`config.mk`:
```
export PLATFORM = sky130hd
export DESIGN_NAME = dmem_responder
export DESIGN_NICKNAME = d
export VERILOG_FILES = /design/src/rtl/dmem_responder.sv
export SDC_FILE = /design/constraint.sdc
export NUM_CORES = 2
export LEC_CHECK = 0
export ABC_AREA = 0
export BUFFER_PORTS_ARGS = -buffer_cell sky130_fd_sc_hd__buf_4
export CORE_ASPECT_RATIO = 0.9
export CORE_MARGIN = 2
export CORE_UTILIZATION = 30
export DETAILED_ROUTE_END_ITERATION = 16
export SETUP_SLACK_MARGIN = 0.15
export SLEW_MARGIN = 25
export SYNTH_ARGS = -nofsm -noshare
export SYNTH_HDL_FRONTEND = slang
export SYNTH_SLANG_ARGS = --single-unit
```
`constraint.sdc`:
```
create_clock -name clk -period 9.3 [get_ports clk]
set_input_delay 2.79 -clock clk [delete_from_list [all_inputs] [get_ports clk]]
set_output_delay 2.79 -clock clk [all_outputs]
set_load 0.02 [all_outputs]
```
`src/rtl/dmem_responder.sv`:
```
// Single-port word memory behind a valid/ready request/response pair.
// Each transaction takes a fixed, parameterised number of clock edges.
module dmem_responder #(
   parameter int DEPTH   = 64,
   parameter int LATENCY = 2
) (
   input  logic        clk,
   input  logic        reset,
   input  logic        req_valid,
   output logic        req_ready,
   input  logic        req_write,
   input  logic [31:0] req_addr,
   input  logic [31:0] req_wdata,
   input  logic [3:0]  req_be,
   output logic        rsp_valid,
   input  logic        rsp_ready,
   output logic [31:0] rsp_rdata,
   output logic        rsp_err
);

   localparam int AW = (DEPTH > 1) ? $clog2(DEPTH) : 1;
   localparam logic [3:0] CNT_INIT =
      (LATENCY > 1) ? 4'(LATENCY - 2) : 4'd0;
   localparam logic [29:0] DEPTH_W = 30'(DEPTH);

   typedef enum logic [1:0] {
      IDLE,
      WAIT,
      RESP
   } state_t;

   state_t      state;
   logic [3:0]  cnt;
   logic        lat_write;
   logic [31:0] lat_addr;
   logic [31:0] lat_wdata;
   logic [3:0]  lat_be;

   logic [31:0] mem [DEPTH];

   logic          in_idle;
   logic          cur_write;
   logic [31:0]   cur_addr;
   logic [31:0]   cur_wdata;
   logic [3:0]    cur_be;
   logic          cur_err;
   logic [AW-1:0] idx;
   logic          commit;
   logic          wr_en;
   logic [31:0]   rd_next;

   // With LATENCY=1 the commit edge is the accept edge itself,
   // so the live request inputs stand in for the latched copy.
   always_comb begin
      in_idle   = (state == IDLE);
      cur_write = in_idle ? req_write : lat_write;
      cur_addr  = in_idle ? req_addr  : lat_addr;
      cur_wdata = in_idle ? req_wdata : lat_wdata;
      cur_be    = in_idle ? req_be    : lat_be;
      cur_err   = (cur_addr[1:0] != 2'b00) ||
                  (cur_addr[31:2] >= DEPTH_W);
      idx       = cur_addr[AW+1:2];
      commit    = (in_idle && req_valid && req_ready &&
                   (LATENCY == 1)) ||
                  (state == WAIT && cnt == 4'd0);
      wr_en     = commit && !reset && cur_write && !cur_err;
      rd_next   = (cur_write || cur_err) ? 32'd0 : mem[idx];
   end

   always_ff @(posedge clk) begin
      if (wr_en) begin
         for (int b = 0; b < 4; b++) begin
            if (cur_be[b]) begin
               mem[idx][8*b +: 8] <= cur_wdata[8*b +: 8];
            end
         end
      end
   end

   always_ff @(posedge clk) begin
      if (reset) begin
         state     <= IDLE;
         cnt       <= 4'd0;
         lat_write <= 1'b0;
         lat_addr  <= 32'd0;
         lat_wdata <= 32'd0;
         lat_be    <= 4'd0;
         req_ready <= 1'b1;
         rsp_valid <= 1'b0;
         rsp_rdata <= 32'd0;
         rsp_err   <= 1'b0;
      end else begin
         unique case (state)
            IDLE: begin
               if (req_valid && req_ready) begin
                  lat_write <= req_write;
                  lat_addr  <= req_addr;
                  lat_wdata <= req_wdata;
                  lat_be    <= req_be;
                  req_ready <= 1'b0;
                  if (LATENCY == 1) begin
                     state     <= RESP;
                     rsp_valid <= 1'b1;
                     rsp_rdata <= rd_next;
                     rsp_err   <= cur_err;
                  end else begin
                     state <= WAIT;
                     cnt   <= CNT_INIT;
                  end
               end
            end
            WAIT: begin
               if (cnt == 4'd0) begin
                  state     <= RESP;
                  rsp_valid <= 1'b1;
                  rsp_rdata <= rd_next;
                  rsp_err   <= cur_err;
               end else begin
                  cnt <= cnt - 4'd1;
               end
            end
            RESP: begin
               if (rsp_ready) begin
                  state     <= IDLE;
                  req_ready <= 1'b1;
                  rsp_valid <= 1'b0;
                  rsp_rdata <= 32'd0;
                  rsp_err   <= 1'b0;
               end
            end
            default: begin
               state     <= IDLE;
               req_ready <= 1'b1;
               rsp_valid <= 1'b0;
            end
         endcase
      end
   end

endmodule

```
# After elaboration in Yosys (flattened, before gate mapping)
# Memories as Yosys holds them, arrays and structs flattened.
# Cells that the tools add are included.
word_totals:
  elab_cells: 76
  n_memories: 1
  latchBits: 0
  output_inout_bits: 35
  rom_bits: 0
  ramBits: 2048
  ff_bits: 110
classes:
  n_div: 0
  n_eq_ne: 6
  n_lt_le_gt_ge: 1
  shifts: 0
  mul: 0
  bitwise: 2
  mux: 35
  reduce_logical: 20
  addsub: 1
mem_list:
  columns: ["memory", "words", "width", "rd", "rd_clocked_by_memory_dff", "wr", "line_no", "rtl"]
  rows:
  - ["mem", 64, 32, 1, 0, 1, "39", "logic [31:0] mem [DEPTH];"]
op_table:
  columns: ["op", "n"]
  rows:
  - ["$mux 32", 5]
  - ["$pmux 32 s2", 1]
  - ["$ge 30x7->1 const B", 1]
  - ["$mux 1", 18]
  - ["$reduce_and 3->1", 5]
  - ["$mux 4", 3]
  - ["$pmux 4 s2", 1]
  - ["$mux 2", 3]
  - ["$pmux 1 s3", 2]
  - ["$pmux 2 s3", 1]
  - ["$reduce_bool 2->1", 3]
  - ["$logic_and 1x1->1", 5]
  - ["$logic_not 4->1", 1]
  - ["$ne 2x1->1 const B", 2]
  - ["$ne 2x2->1 const B", 2]
  - ["$sub 4x1->4 const B", 1]
  - ["$eq 2x1->1 const B", 1]
  - ["$eq 2x2->1 const B", 1]
  - ["$logic_not 1->1", 2]
  - ["$logic_not 2->1", 1]
  - ["$logic_or 1x1->1", 2]
  - ["$not 1->1", 2]
  - ["$pmux 1 s2", 1]
  - ["$reduce_and 2->1", 1]

# Depth between registers and ports, before layout
depth:
  depth_word: 8
  mapped_depth: 14
  depth_no_buf: 9

# Worst setup path after synthesis
# No wires, ideal clock.
synth_timing:
  path_type: "in2reg"
  start: "input port req_addr[27]"
  end: "memory mem[10][0] (enable)"
  setup_ns: 0.383
  n_path_buf: 1
  arrival_ns: 5.473
  cell_stages: 8
  slack_ns: 3.444
  required_time_ns: 8.917
  cell_sequence: "or4_1 -> nor4_2 -> nand3_1 -> a2111o_1 -> nor3b_1 -> nand2_1 -> clkbuf_1 -> nor3_1"
synth_via:
  elab_chain_len: 7
synth_lines:
  columns: ["element", "line_no", "rtl"]
  rows:
  - ["from (decl)", "12", "input logic [31:0] req_addr,"]
  - ["$mux 32", "57", "cur_addr = in_idle ? req_addr : lat_addr;"]
  - ["$ge 30x7->1", "61", "(cur_addr[31:2] >= DEPTH_W);"]
  - ["$logic_or 1x1->1", "60", "cur_err = (cur_addr[1:0] != 2'b00) ||"]
  - ["$logic_not 1->1", "66", "wr_en = commit && !reset && cur_write && !cur_err;"]
  - ["$logic_and 1x1->1", "66", null]
  - ["$mux 1", "71", "if (wr_en) begin"]
  - ["$mux 1 (not written as such)", "74", "mem[idx][8*b +: 8] <= cur_wdata[8*b +: 8];"]
  - ["to (decl)", "39", null]
# Every way passes these cells.

# Worst setup path after layout
layout_timing:
  start: "input port req_addr[27]"
  end: "memory mem[1][1] (enable)"
# The elaborated chain is that of the path after synthesis.

==> summary.txt <==
Clock share of power: 0.388
Final Hold Vio Count: 0
First-pass GRT wire length: 360 mm
CP cell instances: buf_4 -> or4_1 -> nor4_2 -> nand3_1 -> a2111o_1 -> nor3b_2 -> buf_4 -> nand2_2 -> buf_4 -> nor3_1
TritonCTS clock tree: built
Kind of critical path: primary input to register
Vias: 51300
Setup crit start: req_addr[27]
Worst hold path type: register to register
Area of the die: 274000 µm²
Tmin final: 6.42 ns
Floorplan core area: 268000 µm²
Clock-pin slew of the registers on the worst-case setup and hold paths: 0.07 ns
Clock skew: 0.0234 ns
Max_cap viols: 0
Core Rows: 180
Cell mode on critical path: buf_4
Layout Area Growth over Synthesis: 14.8%
Root buf cell: clkbuf_16
Final setup vio count: 0
Cts repair resizes: 0
Max IR drop VDD: 0.000194 V
Number of fillers in the final layout: 25400
Mapped Nets: 5515
Buffers on Ports: 107
RSZ-0062 raised after global routing: false
Clk Latency, worst-skew pair: 0.85 ns
Total I/O pin count: 108
Reg power frac: 0.520
Initial antenna violation count: 5
Reg area: 63700 µm²
DRT antenna net count: 0
Setup TNS: 0 ns
Worst setup SP type: primary input
Crit path DAT: 6.88 ns
Logic pwr share: 0.092
# Post-CTS Setup Buffers: 0
Max stage delay on crit path: 0.94 ns
Element type at the critical path end: register
Fmax: 156 MHz
Hold slack: 0.448 ns
Reg-to-reg critical path startpoint: state[1]
Crit path max-delay cell type: nor3_1
Initial DRT Pass Iterations: 6
Buffer depth of the longest clock path: 3
Post-Synthesis Cell Area: 81000 µm²
Max-slew violation count: 0
Worst Max-Slew Pin Slew: 1.10 ns
Gr usage total: 0.179
Post-synth EDFFs: 2048
Leakage power: 28.6 nW
Post-Route WL: 254 mm
Status: finished, final reports clean
Distinct cells, synth: 64
Vias per inst: 5.60
Die X: 552 µm
Total grt overflow: 0
DRC: 0
Ys async rst share: 0
Multi-input gate area: 16900 µm²
Die Ht: 497 µm
Area share of the largest cell type after synthesis: 0.759
Num CTS Buffers: 194
Final #Nets: 5507
Initial DRC count: 7346
CTS H-tree lvls: 4
Synth top area cells: edfxtp_1 (76%), nand2_1 (4.0%), o22ai_1 (3.9%)
Internal Dissipation: 0.0158 W
Sw Ratio: 0.246
Worst Hold Launch: rsp_rdata[1]
Cells after Synth: 5440
Critical path fanouts, max: 38
Initial Util: 0.302
Post-synthesis sequential area ratio: 0.786
Dpl hpwl: 144 mm
Number of global-route vias before repair: 48600
Ys Warns: 0
Switching pwr: 0.00514 W
Share of layout cells above drive strength 1: 0.127
Most frequent cells in the layout: edfxtp_1 (2048), nand2_1 (845), o22ai_1 (507), nor2_1 (201), clkbuf_16 (197)
Final Cycle Share: 0.690
PwrDens: 225 nW/µm²
Predominant post-synthesis flop cell: edfxtp_1
Average wire per standard cell: 27.7 µm
Hold buffers post-CTS: 0
Average cell area after synthesis: 14.9 µm²
Pin count of the biggest net entering global routing: 133
CTS sink count: 2158
Worst path required time: 9.76 ns
Leading cell type in the layout, fill and taps excluded: edfxtp_1
Final Wtd Congestion: 0.852
Max-slew headroom: 0.268
Seq cells post-synth: 2158
Ant diodes: 0
Biggest area consumer among synthesized cells: edfxtp_1
[state kept, by name, indices dropped and copies added, names as in the netlist]
signal / count
lat_be: 4
rsp_rdata: 32
rsp_err: 1
lat_write: 1
state: 2
lat_addr: 32
rsp_valid: 1
mem: 2048
lat_wdata: 32
cnt: 4
req_ready: 1
[worst max-delay path, delay by kind of cell]
kind | cells | cell delay [ns]
AOI/OAI and AO/OA | 1 | 0.51
buffers and inverters | 3 | 0.96
and+or+nand+nor | 6 | 2.58
[power groups by stage]
| stage | sequential, W | clock [W] | combinational, W |
|---|---|---|---|
| final | 0.0109 | 0.00812 | 0.00192 |
| after global routing | 0.0109 | 0.00854 | 0.00200 |
| after CTS | 0.0109 | 0.00818 | 0.00187 |
| after detailed placement | 0.0111 | 0 | 0.00187 |
| after global placement | 0.0111 | 0 | 0.00186 |
| after floorplan | 0.0111 | 0 | 0.000947 |
[final cells by class]
cell class | instances | share of cell area
clock buffer | 251 | 0.0564
clock inverter | 115 | 0.0119
inverter | 4 | 0.000161
multi-input combinational | 2893 | 0.182
sequential | 2158 | 0.685
tap | 3549 | 0.0477
timing repair buffer | 181 | 0.0173
[routing by layer]
metal,track usage,wire length [µm]
met4,0.0595,7880
met1,0.260,104000
met5,0,36
met2,0.268,113000
met3,0.0325,29100
[path summary, 6_finish.rpt]
path | endpoint | slack, ns | cells past startpoint
setup / recovery | mem[1][1] | 2.88 | 10
hold / removal | rsp_rdata[1] | 0.45 | 2
setup reg to reg | rsp_rdata[20] | 4.07 | 9
hold reg to reg | rsp_rdata[1] | 0.45 | 2
[logic make-up (layout without fill, tap and decap cells)]
family,after synthesis,count (layout),synth area share
flops,2158,2158,0.786
simple gates,1664,1664,0.0889
mux,97,97,0.0127
fa+ha+maj,2,2,0.000309
xor+xnor,2,2,0.000216
compound gates,1128,1128,0.0926
buf+inv,389,551,0.0189
[per-stage QoR]
step	setup slack, ns	std cells	util	instance area (µm²)	total power, W
finish	2.88	9151	0.347	93000	0.0209
global route	2.76	9151	0.347	93000	0.0214
CTS	3.01	9149	0.344	92200	0.0209
detailed placement	2.13	8783	0.320	85900	0.0129
global placement	2.26	8783	0.320	85800	0.0129
floorplan	3.44	5440	-	81000	0.0120
[cells in the mapped netlist, drive strengths merged (46+ instances only)]
cell type,count
edfxtp,2048
nor3,284
nand2,856
nor2,210
a31oi,147
a21oi,129
nand3,184
mux2i,51
mux2,46
o21ai,65
nor4,47
o22ai,508
clkbuf,238
buf,147
o221ai,74
dfxtp,110
No activity file was read; power rests on OpenSTA's default activity.
